===== src/rtl/rf_arb_pkg.sv =====
// rf_arb_pkg: shared widths, state/grant encodings and pointer helper for the RF port arbiter
package rf_arb_pkg;
    localparam int DEF_DATA_W = 16;
    localparam int DEF_ADDR_W = 4;
    typedef enum logic {CLEAR, RUN} state_e;
    typedef enum logic [1:0] {GNT_R, GNT_W0, GNT_W1, GNT_NONE} gnt_e;
    function automatic gnt_e next_gnt(input gnt_e g);
        return g == GNT_R ? GNT_W0 : g == GNT_W0 ? GNT_W1 : GNT_R;
    endfunction
endpackage


===== src/rtl/rr_arbiter3.sv =====
// rr_arbiter3: three-way round-robin picker with a pointer that advances past each grant
module rr_arbiter3
    import rf_arb_pkg::*;
(
    input  logic       clk,
    input  logic       reset,
    input  logic [2:0] req,
    output logic [2:0] gnt
);
    gnt_e ptr, o1, o2, pick;
    always_comb begin
        o1 = next_gnt(ptr);
        o2 = next_gnt(o1);
        pick = req[ptr] ? ptr : req[o1] ? o1 : req[o2] ? o2 : GNT_NONE;
        gnt = pick == GNT_NONE ? 3'b000 : 3'b001 << pick;
    end
    always_ff @(posedge clk)
        if (reset) ptr <= GNT_R;
        else if (pick != GNT_NONE) ptr <= next_gnt(pick);
endmodule


===== src/rtl/rf_port_arbiter.sv =====
// rf_port_arbiter: clears the RF after reset, then shares its port among one reader and two writers
module rf_port_arbiter
    import rf_arb_pkg::*;
#(
    parameter int DATA_W = DEF_DATA_W,
    parameter int ADDR_W = DEF_ADDR_W
) (
    input  logic              clk,
    input  logic              reset,
    input  logic              rd_valid,
    input  logic [ADDR_W-1:0] rd_ra,
    input  logic [ADDR_W-1:0] rd_rb,
    output logic              rd_ready,
    output logic              rd_dvalid,
    output logic [DATA_W-1:0] rd_da,
    output logic [DATA_W-1:0] rd_db,
    input  logic              w0_valid,
    input  logic [ADDR_W-1:0] w0_addr,
    input  logic [DATA_W-1:0] w0_data,
    output logic              w0_ready,
    input  logic              w1_valid,
    input  logic [ADDR_W-1:0] w1_addr,
    input  logic [DATA_W-1:0] w1_data,
    output logic              w1_ready,
    output logic [ADDR_W-1:0] rf_addr1,
    output logic [ADDR_W-1:0] rf_addr2,
    output logic              rf_wr_en,
    output logic [DATA_W-1:0] rf_wr_data,
    input  logic [DATA_W-1:0] rf_rd_data1,
    input  logic [DATA_W-1:0] rf_rd_data2,
    output logic              init_done
);
    localparam int NREGS = 2 ** ADDR_W;
    state_e state;
    logic [ADDR_W-1:0] idx;
    logic [2:0] req, gnt;
    logic clr, run;
    assign clr = state == CLEAR && !reset;
    assign run = state == RUN && !reset;
    assign req = run ? {w1_valid, w0_valid, rd_valid} : 3'b000;
    rr_arbiter3 u_arb (
        .clk(clk),
        .reset(reset),
        .req(req),
        .gnt(gnt)
    );
    assign {w1_ready, w0_ready, rd_ready} = gnt;
    always_comb begin
        rf_wr_en = clr | gnt[1] | gnt[2];
        rf_addr1 = clr ? idx : gnt[0] ? rd_ra : gnt[1] ? w0_addr : gnt[2] ? w1_addr : '0;
        rf_addr2 = gnt[0] ? rd_rb : '0;
        rf_wr_data = gnt[1] ? w0_data : gnt[2] ? w1_data : '0;
    end
    always_ff @(posedge clk)
        if (reset) begin
            state <= CLEAR;
            idx <= '0;
            init_done <= 1'b0;
            rd_dvalid <= 1'b0;
            rd_da <= '0;
            rd_db <= '0;
        end else begin
            if (clr) begin
                idx <= idx + 1'b1;
                if (idx == ADDR_W'(NREGS - 1)) begin
                    state <= RUN;
                    init_done <= 1'b1;
                end
            end
            rd_dvalid <= gnt[0];
            if (gnt[0]) begin
                rd_da <= rf_rd_data1;
                rd_db <= rf_rd_data2;
            end
        end
endmodule


===== config.mk =====
export PLATFORM = sky130hd
export DESIGN_NAME = rf_port_arbiter
export DESIGN_NICKNAME = d
export VERILOG_FILES = /design/src/rtl/rf_arb_pkg.sv /design/src/rtl/rr_arbiter3.sv /design/src/rtl/rf_port_arbiter.sv
export SDC_FILE = /design/constraint.sdc
export NUM_CORES = 1
export LEC_CHECK = 0
export CAP_MARGIN = 5
export CORE_MARGIN = 5
export CORE_UTILIZATION = 35
export DETAILED_ROUTE_END_ITERATION = 10
export PLACE_DENSITY = 0.94
export SYNTH_ARGS = -nofsm -noshare
export SYNTH_HDL_FRONTEND = slang
export SYNTH_SLANG_ARGS = --single-unit

===== constraint.sdc =====
create_clock -name clk -period 3.2 [get_ports clk]
set_input_delay 0.64 -clock clk [delete_from_list [all_inputs] [get_ports clk]]
set_output_delay 0.64 -clock clk [all_outputs]
set_load 0.005 [all_outputs]

### Word level (Yosys, flattened, before mapping)

Index checks and enable logic that the tools add are counted.

| word-level totals | value |
|---|---|
| logic and storage cells | 51 |
| register bits | 40 |

| cells by class | value |
|---|---|
| muxes and demuxes | 24 |
| bitwise gates (word level) | 3 |
| magnitude comparators | 3 |
| shifts and indexed selects | 1 |
| eq/ne operators | 6 |
| reduce and logical (&&, ||, !) cells | 7 |
| $add $sub $neg | 1 |

Operator list:

| operator | number |
|---|---|
| $mux W16 | 2 |
| $mux W4 | 5 |
| $mux W2 | 9 |
| $lt A2 B3 Y1 const B | 3 |
| $bmux W1 S2 | 3 |
| $eq A2 B1 Y1 const B | 3 |
| $logic_not A2 Y1 | 3 |
| $mux W3 | 2 |
| $add A4 B1 Y4 const B | 1 |
| $eq A4 B4 Y1 const B | 1 |
| $mux W1 | 3 |
| $shl A1 B2 Y3 const A | 1 |
| $eq A2 B2 Y1 const B | 1 |
| $logic_and A1 B1 Y1 | 2 |
| $ne A2 B2 Y1 const B | 1 |
| $or A1 B1 Y1 | 2 |
| $reduce_and A2 Y1 | 1 |
| $logic_not A1 Y1 | 1 |
| $not A1 Y1 | 1 |

### Depth between registers and ports, before layout

Gate-level depths: netlist (run 1).

| depth | value |
|---|---|
| depth after elaboration | 17 |
| mapped depth | 8 |

### Modules after synthesis

A second synthesis (run 1) with hierarchy kept.

| unflattened totals | value |
|---|---|
| cell total of the unflattened synthesis | 194 |
| area total of the unflattened synthesis | 1856.8 um^2 |

By module, submodules not included:

| module | cells each | seq. area each (um^2) | instances | area each (um^2) |
|---|---|---|---|---|
| rf_port_arbiter | 175 | 760.7 | 1 | 1704.1 |
| rr_arbiter3 | 19 | 40.0 | 1 | 152.6 |

### Worst setup path before layout (run 1)

OpenSTA, ideal clock, no wires.

| path | value |
|---|---|
| path kind | input-to-output |
| from | input w1_valid |
| to | output rf_addr2[0] |
| slack | 0.822 ns |
| buffers on the path | 2 |
| stages | 7 |
| required time | 2.560 ns |
| arrival time | 1.738 ns |
| cells stage by stage | nand2_1 -> nor2_1 -> or4_1 -> buf_4 -> clkinv_4 -> buf_6 -> and2_1 |

| between the ends | value |
|---|---|
| word-level cells in the longest chain between the ends | 9 |

Ends and longest elaborated chain:

| what | line | text |
|---|---|---|
| from (decl) | rf_port_arbiter.sv:21 | `input logic w1_valid,` |
| $mux W3 * | rf_port_arbiter.sv:40 | `assign req = run ? {w1_valid, w0_valid, rd_valid} : 3'b000;` |
| $bmux W1 S2 | rr_arbiter3.sv:14 | `pick = req[ptr] ? ptr : req[o1] ? o1 : req[o2] ? o2 : GNT_NONE;` |
| $mux W1 (implied by the code) | rr_arbiter3.sv:14 |  |
| $mux W2 (2 in series) | rr_arbiter3.sv:14 |  |
| $mux W2 * | rr_arbiter3.sv:14 |  |
| $eq A2 B2 Y1 / $shl A1 B2 Y3 (equally long branches) | rr_arbiter3.sv:15 | `gnt = pick == GNT_NONE ? 3'b000 : 3'b001 << pick;` |
| $mux W3 * | rr_arbiter3.sv:15 |  |
| via rd_ready | rf_port_arbiter.sv:13 | `output logic rd_ready,` |
| $mux W4 * | rf_port_arbiter.sv:51 | `rf_addr2 = gnt[0] ? rd_rb : '0;` |
| to (decl) | rf_port_arbiter.sv:26 | `output logic [ADDR_W-1:0] rf_addr2,` |

The timed path passes the listed nets; every way through them passes the cells marked *. The select of a mux whose other input is x is not followed.

### Worst setup path after layout (run 1)

| path | value |
|---|---|
| from | input w1_valid |
| to | output rf_addr1[2] |

| between the ends | value |
|---|---|
| word-level cells in the longest chain between the ends | 12 |

Ends and longest elaborated chain:

| what | line | text |
|---|---|---|
| $mux W3 * | rf_port_arbiter.sv:40 |  |
| $bmux W1 S2 | rr_arbiter3.sv:14 |  |
| $mux W1 (implied by the code) | rr_arbiter3.sv:14 |  |
| $mux W2 (2 in series) | rr_arbiter3.sv:14 |  |
| $mux W2 * | rr_arbiter3.sv:14 |  |
| $eq A2 B2 Y1 / $shl A1 B2 Y3 (equally long branches) | rr_arbiter3.sv:15 |  |
| $mux W3 * | rr_arbiter3.sv:15 |  |
| $mux W4 (2 in series) | rf_port_arbiter.sv:50 | `rf_addr1 = clr ? idx : gnt[0] ? rd_ra : gnt[1] ? w0_addr : gnt[2] ? w1_addr : '0;` |
| $mux W4 * (2 in series) | rf_port_arbiter.sv:50 |  |
| to (decl) | rf_port_arbiter.sv:25 | `output logic [ADDR_W-1:0] rf_addr1,` |

Every way passes the cells marked *; elsewhere a longest branch is shown, timed or not. The select of a mux whose other input is x is not followed.

==> results of run 1 <==
worst max-delay path by stage:
stage	slack, ps	start	cells after the start	to
3_5_place_dp	-200	w0_valid	8	rf_addr1[2]
4_1_cts	6	rd_valid	9	rf_wr_data[12]
6_report	70	w1_valid	10	rf_addr1[2]
3_3_place_gp	-60	w0_valid	8	rf_addr1[2]
2_1_floorplan	820	w1_valid	7	rf_addr2[0]
5_1_grt	-40	w1_valid	10	rf_addr1[0]
timing repair:
item | in CTS | in global routing
setup buffers | 6 | 3
cloned | 2 | 0
resized for setup | 32 | 13
pin swaps | 2 | 2
setup endpoints to repair | 25 | 14
critical path, cell delays in order:
cell and delay [ps]:
dlygate4sd2_1 270, buf_4 140, inv_1 70, nor4b_1 500, nor4_4 50, buf_4 150, buf_4 150, mux2i_1 170
o21ai_1 80, dlygate4sd2_1 270
per-stage QoR:
stage                     area (µm²)  hold slack, ps  power (mW)  setup TNS (ps)  setup slack [ps]
after detailed placement        3440             446       0.663           -2990              -203
final                           3710             455        1.09               0              69.0
after floorplan                 1840             453       0.538               0               822
after global routing            3710             475        1.13           -83.5             -43.3
after CTS                       3630             458        1.10               0              5.86
after global placement          3440             441       0.659            -763             -63.1
layer usage:
layer  routed length [µm]  part of all wire, %  global-route usage [%]  vias to the layer above
li1                     -                    -                       -                     1115
met1                 2850                   35                    20.9                     1089
met2                 4020                   49                    41.7                      143
met3                 1050                   13                    9.65                       24
met4                  338                  4.1                    10.5                        0
met5                    0                    0                       0                        -
state kept, by name, indices dropped and copies added, names as in the netlist:
register,count
rd_dvalid,1
u_arb.ptr,2
rd_da,16
state,1
rd_db,16
idx,4
cells in the final DEF, fill, tap and decap left out, types with 3 or more instances in the layout:
master / Yosys / final
nand2_1: 67 / 67
dfxtp_1: 40 / 40
o21ai_1: 4 / 3
clkdlybuf4s50_1: 0 / 124
dlymetal6s2s_1: 0 / 4
buf_4: 2 / 26
a21oi_1: 33 / 33
nor2_1: 11 / 11
dlygate4sd2_1: 0 / 18
and2_1: 5 / 4
buf_6: 3 / 3
mux2i_1: 5 / 4
a22o_1: 16 / 16
a22oi_1: 3 / 3
clkbuf_8: 0 / 6
area by class of cell:
class	count	area, µm²
clock inverter	2	38.8
timing repair buffer	175	1680
fill	364	1400
inverter	4	20.0
antenna	1	2.50
multi-input combinational	171	1000
sequential	40	801
tap	70	87.6
clock buffer	6	82.6
cells by family after synthesis:
| family | count (synthesis) | synth area share [%] |
|---|---|---|
| flip-flops | 40 | 43.5 |
| AND/OR/NAND/NOR | 96 | 23.0 |
| buffers and inverters | 19 | 6.19 |
| AO/OA/AOI/OAI | 66 | 22.4 |
| multiplexers | 5 | 2.72 |
| adder cells (fa/ha/maj) | 1 | 0.680 |
| XOR/XNOR | 3 | 1.43 |
power groups by stage:
stage | registers [mW] | logic (mW) | clock network (mW)
2_1_floorplan | 0.515 | 0.0230 | 0
5_1_grt | 0.506 | 0.161 | 0.463
4_1_cts | 0.505 | 0.147 | 0.447
3_3_place_gp | 0.516 | 0.142 | 0
6_report | 0.505 | 0.152 | 0.436
3_5_place_dp | 0.517 | 0.146 | 0
==> impl_metrics.prom, run 1 <==
# TYPE chip_impl_metric gauge
chip_impl_info{name="run_status",value="finished clean"} 1
chip_impl_info{name="hold_path_start",value="rd_db[4]$_SDFFE_PP0P_"} 1
chip_impl_metric{name="route.vias.total",unit=""} 2371
chip_impl_metric{name="setup_viol",unit=""} 0
chip_impl_metric{name="final_cells",unit=""} 469
chip_impl_metric{name="worst_setup_hold_path_clk_slew",unit="ps"} 80
chip_impl_metric{name="floorplan.initialDensity",unit="%"} 36.0
chip_impl_metric{name="worst_tran_pin_value",unit="ps"} 566
chip_impl_metric{name="pin_count",unit=""} 147
chip_impl_metric{name="die-area",unit="µm²"} 6810
chip_impl_metric{name="finish.utilization",unit="%"} 72.7
chip_impl_metric{name="syn-instance-count",unit=""} 230
chip_impl_metric{name="period_minus_slack",unit="ps"} 3130
chip_impl_metric{name="max-clock-path-buffers",unit=""} 2
chip_impl_metric{name="via_count_of_the_first_global_routing_pass",unit=""} 2415
chip_impl_metric{name="netlist.area_leader.share",unit="%"} 43.5
chip_impl_info{name="holdCritPathClass",value="flip-flop to flip-flop"} 1
chip_impl_metric{name="drt_drc_violations_left",unit=""} 0
chip_impl_metric{name="area_growth_syn_to_layout",unit="%"} 102
chip_impl_metric{name="share_clk_of_total_power",unit="%"} 39.9
chip_impl_metric{name="die-width",unit="µm"} 82.5
chip_impl_metric{name="drv_cap",unit=""} 0
chip_impl_metric{name="drtPass1Iterations",unit=""} 4
chip_impl_metric{name="worstRegToRegCells",unit=""} 6
chip_impl_info{name="endpoint_kind",value="primary output"} 1
chip_impl_metric{name="crit_path_max_fanout",unit=""} 3
chip_impl_metric{name="timing_max_transition_violations_final",unit=""} 0
chip_impl_info{name="buffer_cell_driving_the_clock_tree_root",value="clkbuf_8"} 1
chip_impl_metric{name="post_synth_num_cell_types",unit=""} 35
chip_impl_metric{name="grt_first_pass_wirelength",unit="µm"} 11600
chip_impl_metric{name="num-nets-final",unit=""} 483
chip_impl_metric{name="cell_internal_pwr",unit="µW"} 862
chip_impl_metric{name="clk_latency",unit="ps"} 290
chip_impl_metric{name="total_cts_buffers",unit=""} 5
chip_impl_metric{name="worstPathArrival",unit="ps"} 2490
chip_impl_metric{name="power_leakage",unit="nW"} 1.50
chip_impl_info{name="synth.top_cells.by_count",value="nand2_1 (67), dfxtp_1 (40), a21oi_1 (33), a22o_1 (16), nor2_1 (11)"} 1
chip_impl_metric{name="p_switching",unit="µW"} 230
chip_impl_metric{name="mappedNetlistNets",unit=""} 316
chip_impl_metric{name="synth-seq-cells",unit=""} 40
chip_impl_metric{name="via_per_inst",unit=""} 5.06
chip_impl_info{name="criticalPathCategory",value="input port to primary output"} 1
chip_impl_metric{name="detailed_place_hpwl",unit="µm"} 5820
chip_impl_metric{name="number_of_hold_buffers_added_after_cts",unit=""} 0
chip_impl_metric{name="fraction_of_registers_with_async_set_or_reset_after_synthesis",unit="%"} 0
chip_impl_metric{name="global_route.usage.total",unit="%"} 22.4
chip_impl_metric{name="htreeDepth",unit=""} 2
chip_impl_info{name="synth_area_leader_cell",value="dfxtp_1"} 1
chip_impl_metric{name="power.combinational.fraction",unit="%"} 13.9
chip_impl_metric{name="clock_sinks",unit=""} 40
chip_impl_metric{name="finalHoldViolations",unit=""} 0
chip_impl_metric{name="required",unit="ps"} 2560
chip_impl_metric{name="r2r_slack",unit="ps"} 1280
chip_impl_metric{name="whs_path_depth",unit=""} 2
chip_impl_info{name="reg2reg_from",value="u_arb.ptr[1]$_SDFFE_PP0P_"} 1
chip_impl_metric{name="layout-drive-gt1-share",unit="%"} 13.1
chip_impl_metric{name="layout_worst_path_cycle_share",unit="%"} 97.8
chip_impl_info{name="synth.most_common_cell",value="nand2_1"} 1
chip_impl_metric{name="grt_start_max_net_pins",unit=""} 41
chip_impl_metric{name="postRouteAntennaNets",unit=""} 0
chip_impl_info{name="cts_tree",value="yes"} 1
chip_impl_metric{name="clock_skew",unit="ps"} 9.12
chip_impl_info{name="commonest_register_cell_after_synthesis",value="dfxtp_1"} 1
chip_impl_metric{name="slew-limit-headroom",unit="%"} 61.7
chip_impl_metric{name="final_wl",unit="µm"} 8260
chip_impl_metric{name="irDropWorstVdd",unit="mV"} 0.293
chip_impl_metric{name="wl_per_cell",unit="µm"} 17.6
chip_impl_metric{name="buffer_ports.inserted",unit=""} 146
chip_impl_metric{name="finalWeightedCongestion",unit=""} 0.963
chip_impl_info{name="hold-path-endpoint",value="rd_db[4]$_SDFFE_PP0P_"} 1
chip_impl_metric{name="number_of_enable_type_register_cells_in_the_synthesized_netlist",unit=""} 0
chip_impl_metric{name="fmax",unit="MHz"} 319
chip_impl_metric{name="dp.cells",unit=""} 449
chip_impl_metric{name="power_density",unit="nW/µm²"} 295
chip_impl_info{name="largest_cells_by_area_after_synthesis",value="dfxtp_1 (44%), nand2_1 (14%), a21oi_1 (9.0%)"} 1
chip_impl_metric{name="overflow",unit=""} 0
chip_impl_metric{name="antenna_found_initial",unit=""} 1
chip_impl_metric{name="swShare",unit="%"} 21.1
chip_impl_metric{name="core_area",unit="µm²"} 5110
chip_impl_metric{name="dr.first_iter.drc_count",unit=""} 93
chip_impl_metric{name="synth_warnings",unit=""} 0
chip_impl_metric{name="yosysSeqAreaShare",unit="%"} 43.5
chip_impl_info{name="worstSetupStartpointType",value="input port"} 1
chip_impl_metric{name="cell_area_synth",unit="µm²"} 1840
chip_impl_metric{name="per_instance_average_area_after_synthesis",unit="µm²"} 8.00
chip_impl_info{name="critical_path.reg2reg.endpoint",value="rd_db[9]$_SDFFE_PP0P_"} 1
chip_impl_metric{name="die_y",unit="µm"} 82.5
chip_impl_metric{name="seq_power_share",unit="%"} 46.2
chip_impl_metric{name="floorplan.rows",unit=""} 26
Power figures use the tool's default switching activity.
==> run 2: changes to the inputs <==
--- a/config.mk
+++ b/config.mk
@@ -7,9 +7,11 @@
 export LEC_CHECK = 0
 export CAP_MARGIN = 5
 export CORE_MARGIN = 5
-export CORE_UTILIZATION = 35
+export CORE_UTILIZATION = 36
+export CTS_BUF_LIST = sky130_fd_sc_hd__clkbuf_8 sky130_fd_sc_hd__clkbuf_16
 export DETAILED_ROUTE_END_ITERATION = 10
-export PLACE_DENSITY = 0.94
+export PLACE_DENSITY = 0.95
 export SYNTH_ARGS = -nofsm -noshare
 export SYNTH_HDL_FRONTEND = slang
+export SYNTH_HIERARCHICAL = 1
 export SYNTH_SLANG_ARGS = --single-unit
==> run 2 against run 1 <==
Non-clock buffer count is 7 lower. Core utilization is 0.48 points lower. Clock skew is 1.2 ps lower. Critical path type unchanged. Clock power is 18% lower. Combinational power is 14% lower. Sequential cell count stayed put. Largest cell class unchanged. Worst setup slack worse by 51 ps. Clock-buffer cell count stayed put. Critical endpoint unchanged. First-iteration DRC count is 45% lower. Wire length is 17% lower.
==> impl_metrics.prom, run 2 <==
# TYPE chip_impl_metric gauge
chip_impl_metric{name="syn-instance-count",unit=""} 194
chip_impl_metric{name="worstPathArrival",unit="ps"} 2540
chip_impl_metric{name="floorplan.initialDensity",unit="%"} 36.8
chip_impl_info{name="cts_tree",value="yes"} 1
chip_impl_info{name="rsz0062_at_grt",value="yes"} 1
chip_impl_metric{name="irDropWorstVdd",unit="mV"} 0.300
chip_impl_metric{name="mappedNetlistNets",unit=""} 280
chip_impl_metric{name="synth-seq-cells",unit=""} 40
chip_impl_info{name="largest_registers_ranked_by_flip_flop_count",value="rd_da: 16 flops, rd_db: 16 flops, idx: 4 flops"} 1
chip_impl_metric{name="swShare",unit="%"} 21.9
chip_impl_metric{name="clk_latency",unit="ps"} 290
chip_impl_info{name="holdCritPathClass",value="flip-flop to flip-flop"} 1
chip_impl_metric{name="synth_warnings",unit=""} 6
chip_impl_metric{name="finish.utilization",unit="%"} 72.2
chip_impl_metric{name="drt_drc_violations_left",unit=""} 0
chip_impl_metric{name="htreeDepth",unit=""} 2
chip_impl_metric{name="die_y",unit="µm"} 81.8
chip_impl_info{name="most-common-layout-cells",value="clkdlybuf4s50_1 (126), dfxtp_1 (40), nor2_1 (37)"} 1
chip_impl_metric{name="netlist.area_leader.share",unit="%"} 43.1
chip_impl_metric{name="postRouteAntennaNets",unit=""} 0
chip_impl_metric{name="slew-limit-headroom",unit="%"} 71.5
chip_impl_metric{name="cell_internal_pwr",unit="µW"} 775
chip_impl_metric{name="dp.cells",unit=""} 407
chip_impl_metric{name="crit_path_max_incr_delay",unit="ps"} 400
chip_impl_metric{name="crit_path_max_fanout",unit=""} 4
chip_impl_metric{name="clock_skew",unit="ps"} 7.93
chip_impl_metric{name="max-clock-path-buffers",unit=""} 2
chip_impl_metric{name="via_count_of_the_first_global_routing_pass",unit=""} 2036
chip_impl_metric{name="total_cts_buffers",unit=""} 5
chip_impl_metric{name="final_wl",unit="µm"} 6850
chip_impl_metric{name="pin_count",unit=""} 147
chip_impl_metric{name="final_cells",unit=""} 426
chip_impl_metric{name="fmax",unit="MHz"} 314
chip_impl_info{name="synth.top_cells.by_count",value="dfxtp_1 (40), nor2_1 (39), mux2i_1 (33), a22o_1 (15)"} 1
chip_impl_info{name="setup.worst_path.start",value="w0_valid"} 1
chip_impl_info{name="worstSetupStartpointType",value="input port"} 1
chip_impl_metric{name="finalWeightedCongestion",unit=""} 0.710
chip_impl_metric{name="floorplan.rows",unit=""} 26
chip_impl_metric{name="antenna_cells",unit=""} 0
chip_impl_metric{name="dr.first_iter.drc_count",unit=""} 51
chip_impl_metric{name="buffer_ports.inserted",unit=""} 146
chip_impl_info{name="endpoint_kind",value="primary output"} 1
chip_impl_metric{name="detailed_place_hpwl",unit="µm"} 5090
chip_impl_metric{name="worstRegToRegCells",unit=""} 9
chip_impl_metric{name="number_of_hold_buffers_added_after_cts",unit=""} 0
chip_impl_metric{name="per_instance_average_area_after_synthesis",unit="µm²"} 9.57
chip_impl_metric{name="die-area",unit="µm²"} 6690
chip_impl_metric{name="r2r_slack",unit="ps"} 980
chip_impl_metric{name="route.vias.total",unit=""} 2049
chip_impl_info{name="buffer_cell_driving_the_clock_tree_root",value="clkbuf_8"} 1
chip_impl_metric{name="num-nets-final",unit=""} 441
chip_impl_info{name="critPathCapture",value="rf_addr1[2]"} 1
chip_impl_metric{name="layout-drive-gt1-share",unit="%"} 13.2
chip_impl_metric{name="number_of_enable_type_register_cells_in_the_synthesized_netlist",unit=""} 0
chip_impl_metric{name="period_minus_slack",unit="ps"} 3180
chip_impl_metric{name="antenna_found_initial",unit=""} 0
chip_impl_metric{name="cell_area_synth",unit="µm²"} 1860
chip_impl_metric{name="die-width",unit="µm"} 81.8
chip_impl_info{name="criticalPathCategory",value="input port to primary output"} 1
chip_impl_metric{name="drtPass1Iterations",unit=""} 5
chip_impl_metric{name="seq_power_share",unit="%"} 50.9
chip_impl_metric{name="yosysSeqAreaShare",unit="%"} 43.1
chip_impl_metric{name="power.combinational.fraction",unit="%"} 13.2
chip_impl_metric{name="total_power",unit="µW"} 992
chip_impl_metric{name="power_leakage",unit="nW"} 1.49
chip_impl_metric{name="required",unit="ps"} 2560
chip_impl_info{name="commonest_register_cell_after_synthesis",value="dfxtp_1"} 1
chip_impl_metric{name="worst_setup_hold_path_clk_slew",unit="ps"} 80
chip_impl_info{name="critical_path.reg2reg.endpoint",value="rd_da[8]$_SDFFE_PP0P_"} 1
chip_impl_metric{name="power_density",unit="nW/µm²"} 273
chip_impl_info{name="reg2reg_from",value="state$_SDFFE_PP0P_"} 1
chip_impl_metric{name="area_growth_syn_to_layout",unit="%"} 96.0
chip_impl_info{name="largest_cells_by_area_after_synthesis",value="dfxtp_1 (43%), mux2i_1 (18%), nor2_1 (7.9%)"} 1
chip_impl_metric{name="overflow",unit=""} 0
chip_impl_metric{name="p_switching",unit="µW"} 217
chip_impl_info{name="synth.most_common_cell",value="dfxtp_1"} 1
chip_impl_info{name="hold_path_start",value="rd_da[12]$_SDFFE_PP0P_"} 1
chip_impl_metric{name="worst_tran_pin_value",unit="ps"} 427
chip_impl_metric{name="grt_start_max_net_pins",unit=""} 42
chip_impl_info{name="mostFrequentLayoutCell",value="clkdlybuf4s50_1"} 1
chip_impl_metric{name="drv_cap",unit=""} 0
chip_impl_metric{name="layout_worst_path_cycle_share",unit="%"} 99.4
chip_impl_metric{name="timing_max_transition_violations_final",unit=""} 0
chip_impl_metric{name="post_synth_num_cell_types",unit=""} 33
chip_impl_metric{name="wl_per_cell",unit="µm"} 16.1
chip_impl_metric{name="finalHoldViolations",unit=""} 0
chip_impl_metric{name="setup_viol",unit=""} 0
chip_impl_info{name="crit_path_top_delay_cell",value="clkdlybuf4s50_1"} 1
chip_impl_info{name="cells_along_the_critical_path",value="clkdlybuf4s50_1, and2_4, nor2_4, a2bb2oi_1, nor2b_1, nor2b_4, buf_6, a221oi_1, o31ai_1, dlygate4sd2_1"} 1
chip_impl_metric{name="core_area",unit="µm²"} 5040
chip_impl_metric{name="global_route.usage.total",unit="%"} 19.2
chip_impl_metric{name="final_hold_slack",unit="ps"} 495
chip_impl_info{name="synth_area_leader_cell",value="dfxtp_1"} 1
chip_impl_metric{name="grt_first_pass_wirelength",unit="µm"} 9850
chip_impl_info{name="run_status",value="finished clean"} 1
chip_impl_metric{name="fraction_of_registers_with_async_set_or_reset_after_synthesis",unit="%"} 0
chip_impl_metric{name="via_per_inst",unit=""} 4.81
chip_impl_metric{name="share_clk_of_total_power",unit="%"} 35.9
chip_impl_metric{name="clock_sinks",unit=""} 40
==> run 2: cell count changes in the layout (fill, tap and decap cells not counted), sizes merged, moves of 5 or more <==
cell / previous run / this run
nor2b: 4 / 9
o21ai: 7 / 1
buf: 29 / 24
nor2: 11 / 40
a21oi: 34 / 1
mux2i: 5 / 33
nand2: 67 / 8
dlygate4sd2: 18 / 12
==> run 2: per-layer routing <==
layer,GRT usage (%),wire length (µm),vias to the layer above
met5,0,0,-
met4,6.15,82,0
met3,9.10,876,6
met2,34.6,3410,111
met1,19.4,2480,936
li1,-,-,996
==> run 2: layout make-up <==
cell class                 count  area (µm²)
sequential                    40         801
timing repair buffer         168        1640
clock buffer                   6        82.6
multi-input combinational    138        1010
fill                         349        1400
tap                           70        87.6
inverter                       2        7.51
clock inverter                 2        13.8
==> run 2: cells by family (layout without fill, tap and decap cells) <==
logic type      after synthesis  after routing  synth area share [%]
simple gates                 72             72                  19.1
flops                        40             40                  43.1
mux                          33             33                  17.8
compound gates               29             29                  12.7
buf+inv                      16            178                  5.12
xor+xnor                      3              3                  1.42
fa+ha+maj                     1              1                 0.674
==> run 2: worst max-delay path, delay by kind of cell <==
kind / cells / cell delay, ps
buffers and inverters: 3 / 820
AOI/OAI and AO/OA: 3 / 420
and+or+nand+nor: 4 / 660
==> run 2: repair_timing <==
action | CTS | global route
endpoints found under the setup margin | 26 | 15
resized for setup | 31 | 14
pin swaps | 3 | 4
cloned | 1 | 0
buffers inserted | 7 | 3
==> run 2: power groups by stage <==
stage	registers [mW]	logic, mW	clock network [mW]
3_3_place_gp	0.516	0.129	0
6_report	0.505	0.131	0.356
5_1_grt	0.505	0.139	0.388
2_1_floorplan	0.515	0.0182	0
3_5_place_dp	0.516	0.131	0
4_1_cts	0.504	0.130	0.366
==> run 2: how the worst min path moves through the flow <==
stage / to / slack, ps / cells after the start
detailed placement: rd_db[6]$_SDFFE_PP0P_ / 480 / 2
floorplan: rd_da[15]$_SDFFE_PP0P_ / 480 / 2
global placement: rd_da[5]$_SDFFE_PP0P_ / 470 / 2
finish: rd_da[12]$_SDFFE_PP0P_ / 500 / 2
global route: rd_db[0]$_SDFFE_PP0P_ / 540 / 2
CTS: rd_da[12]$_SDFFE_PP0P_ / 510 / 2
==> run 2: per-stage QoR <==
| step | setup slack [ps] | instance area (µm²) | setup TNS (ps) |
|---|---|---|---|
| after floorplan | 625 | 1860 | 0 |
| after global placement | -345 | 3400 | -6290 |
| after detailed placement | -420 | 3400 | -7860 |
| after CTS | -0.846 | 3570 | -0.846 |
| after global routing | -41.0 | 3640 | -90.5 |
| final | 17.6 | 3640 | 0 |
